File: src/rtl/lcd_screen_refresh.sv
// lcd_screen_refresh: walks two 16-character LCD lines out of the RAM controller
// and streams them to the LCD driver as 0x80, 16 chars, 0xC0, 16 chars.
// Latency: start -> first byte valid next cycle; each char costs FETCH/WAIT/CAPT
// plus SEND until lcd_ready. Backpressure: lcd_valid/lcd_data/lcd_rs hold
// unchanged until lcd_ready; the FSM waits indefinitely.
//
// Ports:
//   clk, reset (sync, active-high), start
//   line{0,1}_sel/_menu/_half : per-line RAM source, snapshotted on start
//   ram_sel, menu_select, ram_add -> RAM controller; ram_dout <- (1-cycle latency)
//   lcd_data, lcd_rs, lcd_valid -> LCD driver; lcd_ready <- LCD driver
//   busy (refresh in progress), done (1-cycle pulse at completion)
//
// Optional feature: define LCD_REFRESH_AUTO_EN to self-start a refresh after
// REFRESH_PERIOD idle cycles using the live line* inputs.

module lcd_screen_refresh #(
  parameter int REFRESH_PERIOD = 1000000,
  parameter int LINE_LEN       = 16
) (
  input  logic       clk,
  input  logic       reset,
  input  logic       start,
  input  logic [1:0] line0_sel,
  input  logic [1:0] line1_sel,
  input  logic [4:0] line0_menu,
  input  logic [4:0] line1_menu,
  input  logic       line0_half,
  input  logic       line1_half,
  output logic [1:0] ram_sel,
  output logic [4:0] menu_select,
  output logic [4:0] ram_add,
  input  logic [7:0] ram_dout,
  output logic [7:0] lcd_data,
  output logic       lcd_rs,
  output logic       lcd_valid,
  input  logic       lcd_ready,
  output logic       busy,
  output logic       done
);

  typedef enum logic [2:0] {
    S_IDLE, S_CMD, S_FETCH, S_WAIT, S_CAPT, S_SEND, S_NEXT
  } state_t;

  typedef struct packed {
    logic [1:0] sel;
    logic [4:0] menu;
    logic       half;
  } line_cfg_t;

  localparam logic [3:0] LAST_COL = 4'(LINE_LEN - 1);

  state_t     state_q, state_d;
  logic [3:0] col_q, col_d;
  logic       line_q, line_d;
  line_cfg_t  cfg0_q, cfg0_d, cfg1_q, cfg1_d;
  logic [1:0] ram_sel_q, ram_sel_d;
  logic [4:0] menu_select_q, menu_select_d;
  logic [4:0] ram_add_q, ram_add_d;
  logic [7:0] lcd_data_q, lcd_data_d;
  logic       lcd_rs_q, lcd_rs_d;
  logic       lcd_valid_q, lcd_valid_d;
  logic       busy_q, busy_d;
  logic       done_q, done_d;

  logic       start_go;
  logic       auto_go;
  line_cfg_t  cur_cfg;
  logic       xfer;

  assign xfer    = lcd_valid_q && lcd_ready;
  assign cur_cfg = line_q ? cfg1_q : cfg0_q;

`ifdef LCD_REFRESH_AUTO_EN
  localparam int CNT_W = (REFRESH_PERIOD > 1) ? $clog2(REFRESH_PERIOD) : 1;
  logic [CNT_W-1:0] cnt_q, cnt_d;

  assign auto_go = (state_q == S_IDLE) && !done_q &&
                   (cnt_q == CNT_W'(REFRESH_PERIOD - 1));

  // Counts only while idle; any start, done, or busy period clears it.
  always_comb begin
    cnt_d = '0;
    if (state_q == S_IDLE && !done_q && !start_go) cnt_d = cnt_q + 1'b1;
  end
`else
  assign auto_go = 1'b0;
`endif

  // A start in the done cycle is dropped so back-to-back refreshes need a fresh request.
  assign start_go = (state_q == S_IDLE) && !done_q && (start || auto_go);

  always_comb begin
    state_d       = state_q;
    col_d         = col_q;
    line_d        = line_q;
    cfg0_d        = cfg0_q;
    cfg1_d        = cfg1_q;
    ram_sel_d     = ram_sel_q;
    menu_select_d = menu_select_q;
    ram_add_d     = ram_add_q;
    lcd_data_d    = lcd_data_q;
    lcd_rs_d      = lcd_rs_q;
    lcd_valid_d   = lcd_valid_q;
    busy_d        = busy_q;
    done_d        = 1'b0;

    case (state_q)
      S_IDLE: begin
        if (start_go) begin
          cfg0_d      = '{sel: line0_sel, menu: line0_menu, half: line0_half};
          cfg1_d      = '{sel: line1_sel, menu: line1_menu, half: line1_half};
          line_d      = 1'b0;
          busy_d      = 1'b1;
          lcd_data_d  = 8'h80;
          lcd_rs_d    = 1'b0;
          lcd_valid_d = 1'b1;
          state_d     = S_CMD;
        end
      end
      S_CMD: begin
        if (xfer) begin
          lcd_valid_d   = 1'b0;
          col_d         = 4'd0;
          ram_sel_d     = cur_cfg.sel;
          menu_select_d = cur_cfg.menu;
          ram_add_d     = {cur_cfg.half, 4'd0};
          state_d       = S_FETCH;
        end
      end
      S_FETCH: state_d = S_WAIT;
      S_WAIT:  state_d = S_CAPT;
      S_CAPT: begin
        // Non-printable bytes become spaces so the panel never sees control codes.
        lcd_data_d  = (ram_dout >= 8'h20 && ram_dout <= 8'h7E) ? ram_dout : 8'h20;
        lcd_rs_d    = 1'b1;
        lcd_valid_d = 1'b1;
        state_d     = S_SEND;
      end
      S_SEND: begin
        if (xfer) begin
          lcd_valid_d = 1'b0;
          state_d     = S_NEXT;
        end
      end
      S_NEXT: begin
        if (col_q == LAST_COL) begin
          if (!line_q) begin
            line_d      = 1'b1;
            lcd_data_d  = 8'hC0;
            lcd_rs_d    = 1'b0;
            lcd_valid_d = 1'b1;
            state_d     = S_CMD;
          end else begin
            busy_d  = 1'b0;
            done_d  = 1'b1;
            state_d = S_IDLE;
          end
        end else begin
          col_d     = col_q + 4'd1;
          ram_add_d = {cur_cfg.half, col_q + 4'd1};
          state_d   = S_FETCH;
        end
      end
      default: state_d = S_IDLE;
    endcase
  end

  always_ff @(posedge clk) begin
    if (reset) begin
      state_q       <= S_IDLE;
      col_q         <= 4'd0;
      line_q        <= 1'b0;
      cfg0_q        <= '0;
      cfg1_q        <= '0;
      ram_sel_q     <= 2'd0;
      menu_select_q <= 5'd0;
      ram_add_q     <= 5'd0;
      lcd_data_q    <= 8'h00;
      lcd_rs_q      <= 1'b0;
      lcd_valid_q   <= 1'b0;
      busy_q        <= 1'b0;
      done_q        <= 1'b0;
`ifdef LCD_REFRESH_AUTO_EN
      cnt_q         <= '0;
`endif
    end else begin
      state_q       <= state_d;
      col_q         <= col_d;
      line_q        <= line_d;
      cfg0_q        <= cfg0_d;
      cfg1_q        <= cfg1_d;
      ram_sel_q     <= ram_sel_d;
      menu_select_q <= menu_select_d;
      ram_add_q     <= ram_add_d;
      lcd_data_q    <= lcd_data_d;
      lcd_rs_q      <= lcd_rs_d;
      lcd_valid_q   <= lcd_valid_d;
      busy_q        <= busy_d;
      done_q        <= done_d;
`ifdef LCD_REFRESH_AUTO_EN
      cnt_q         <= cnt_d;
`endif
    end
  end

  assign ram_sel     = ram_sel_q;
  assign menu_select = menu_select_q;
  assign ram_add     = ram_add_q;
  assign lcd_data    = lcd_data_q;
  assign lcd_rs      = lcd_rs_q;
  assign lcd_valid   = lcd_valid_q;
  assign busy        = busy_q;
  assign done        = done_q;

endmodule

File: config.mk
export PLATFORM = sky130hd
export DESIGN_NAME = lcd_screen_refresh
export DESIGN_NICKNAME = d
export VERILOG_FILES = /design/src/rtl/lcd_screen_refresh.sv
export SDC_FILE = /design/constraint.sdc
export NUM_CORES = 1
export LEC_CHECK = 0
export ABC_AREA = 1
export ABC_CLOCK_PERIOD_IN_PS = 3150
export CORE_MARGIN = 4
export CORE_UTILIZATION = 34
export DETAILED_ROUTE_END_ITERATION = 8
export PLACE_DENSITY = 0.68
export SYNTH_ARGS = -nofsm -noshare
export SYNTH_HDL_FRONTEND = slang
export SYNTH_SLANG_ARGS = --single-unit
File: constraint.sdc
create_clock -name clk -period 3.15 [get_ports clk]
set_clock_uncertainty 0.05 [all_clocks]
set_input_delay 0.315 -clock clk [delete_from_list [all_inputs] [get_ports clk]]
set_output_delay 0.315 -clock clk [all_outputs]
set_load 0.01 [all_outputs]
==> metrics <==
RSZ-0062 raised after global routing=no; vias in the first global route=about 1500; Most used DFF post-synth=dfxtp_1; Layout Area Growth over Synthesis=36.6%; Synth cell types=26; outcome=finished, final reports clean; Post-Syn Nets=between 200 and 300; Post-synth ARST share=0%; final wirelength=4.35 mm; synth warn=0; first-pass GRT wire length=7.02 mm; DIE WIDTH=81.6 um; final-report max-slew violation count=0; antenna cells=0; Buffers & Inverters on Critical Path=2; nets=322; WP data required=about 3300 ps; Clk pin slew, worst setup/hold paths=90 ps; core area=5170 um^2; Initial Util=35.6%; fin crit period=1820 ps; io pins=52; commonest non-fill, non-tap cell in the layout=clkdlybuf4s50_1; clk buf depth=2; FP Rows=26; critical path's slowest cell=nor3_4; Avg Synthesized Cell Area=7.58 um^2; Tcrit/Tclk final=just under 60%; crit-path max cell delay=530 ps; initial antenna violation count=0; Rel. slew slack=56.2%; CTS sink count=44; Sum Neg Setup Slack=0 ps; power per cell area=approximately 510 nW/um^2; GR Util All Layers=13.8%; DR WL/cell=11.9 um; layout cells sized above 1=8.50%; Post-CTS Resized=0; VDD IR max=approximately 0.21 mV; drt drc=0; final setup vio count=0; DRT antenna net count=0; Port Buf Inserts=51; Die ar.=6660 um^2; CP Class=in -> reg; largest net degree at the start of global routing=28; gpl congestion=0.797; Min Hold Slack=roughly 410 ps; worst path cell trace=clkdlybuf4s50_1 -> nand2_1 -> nor3_4 -> inv_2 -> o21ai_0 -> a21oi_1; sequential share of the synthesized area=47.8%; CTS tree=yes; die height=between 80 and 90 um; CP endpoint kind=flop; number of setup buffers added after CTS=0; CTS Hold Buffers Added=0; via count=1707; Max-Cap Viols=0; CP delay by family, top=buffers and inverters; crit-path max FO=18; Synth Cell Area=between 1500 and 2000 um^2; commonest cells after routing, fill and taps aside=51 x clkdlybuf4s50_1, 44 x dfxtp_1, 42 x nor2_1, 41 x nand2_1, 31 x o21ai_0; CTS Buf Count=5; Initial DRC Count=82; Yosys reg bits=44; Post-synth EDFFs=0; final hold vios=0; drt pass-1 iters=4; Arrival @ worst endpoint=1960 ps; Post-Syn Instances=around 240; fmax=550 MHz; clock root buffer=clkbuf_8; number of vias per cell=4.69; leakage power=0.000960 uW; post-DP HPWL=3.06 mm; Worst-Margin Slew=657 ps; Skew-Pair Late Insertion Delay=300 ps; grt ovf=0; class of the worst hold path=reg -> reg; # H-tree levels=2; startpoint types=primary input
## worst register-to-register path: cells and delay by family, from the launching register on
family	cells	cell delay, ps
compound gates	2	260
buf+inv	2	450
flops	1	370
simple gates	2	530
## path summary, 6_finish.rpt
path	startpoint	endpoint	slack [ps]	cells after the start
min	cfg0_q[0]	cfg0_q[0]	410	2
max	start	cfg0_q[0]	1330	6
max reg2reg	state_q[1]	cfg0_q[0]	1390	6
min reg2reg	cfg0_q[0]	cfg0_q[0]	410	2
## Yosys cell counts (all sizes together), types with 2 or more instances
cell type | count | area [um^2]
nor2 | 44 | 180
a31oi | 7 | 43.8
nand2 | 48 | 208
nor3 | 4 | 42.5
a21oi | 18 | 90.1
nand3 | 9 | 45.0
inv | 18 | 67.6
dfxtp | 44 | 881
a211oi | 2 | 15.0
clkbuf | 5 | 20.0
o21ai | 34 | 170
buf | 4 | 32.5
## area by class of cell
| class | instances | area [um^2] |
|---|---|---|
| fillers | 497 | 2660 |
| flip-flops and latches | 44 | 881 |
| multi-input cells | 172 | 841 |
| repair buffers | 52 | 518 |
| well taps | 70 | 87.6 |
| clock buffers | 6 | 82.6 |
| inverters | 18 | 67.6 |
| clock inverters | 2 | 38.8 |
## per-layer routing
layer / vias up / GRT usage (%) / part of all wire [%]
met5: - / 0 / 0
met4: 0 / 5.48 / 1.3
met2: 46 / 22.0 / 44
met1: 758 / 17.2 / 49
met3: 5 / 4.28 / 6.4
li1: 898 / - / -
## registers in the layout (all words and copies together), names as in the netlist, 2 cells and up
signal / count
cfg0_q: 8
cfg1_q: 8
col_q: 3
lcd_data: 8
menu_select: 5
ram_add: 2
ram_sel: 2
state_q: 3
## power breakdown
| group | leakage (uW) | total, uW | internal (uW) | switching [uW] |
|---|---|---|---|---|
| logic | 0.000539 | 209 | 96.6 | 113 |
| registers | 0.000360 | 627 | 600 | 27.2 |
| clock network | 0.0000614 | 453 | 259 | 194 |
| total | 0.000960 | 1290 | 956 | 334 |
## per-stage QoR
stage / utilization [%] / cells / power, uW / worst slack [ps] / cell area [um^2]
detailed placement: 46.3 / 356 / 851 / 1010 / 2390
floorplan: - / 243 / 761 / 1770 / 1840
finish: 48.6 / 364 / 1290 / 1330 / 2520
global route: 48.6 / 364 / 1350 / 1210 / 2520
CTS: 48.6 / 364 / 1300 / 1320 / 2520
global placement: 46.3 / 356 / 847 / 1040 / 2390
## logic make-up (layout without fill, tap and decap cells)
| kind of cell | after synthesis | after routing | synth area share, % |
|---|---|---|---|
| adders and majority gates | 1 | 1 | 0.679 |
| DFF | 44 | 44 | 47.8 |
| buffers and inverters | 27 | 78 | 6.52 |
| AOI/OAI and AO/OA | 62 | 62 | 17.7 |
| and+or+nand+nor | 109 | 109 | 27.2 |
(Power assumes the default switching activity.)
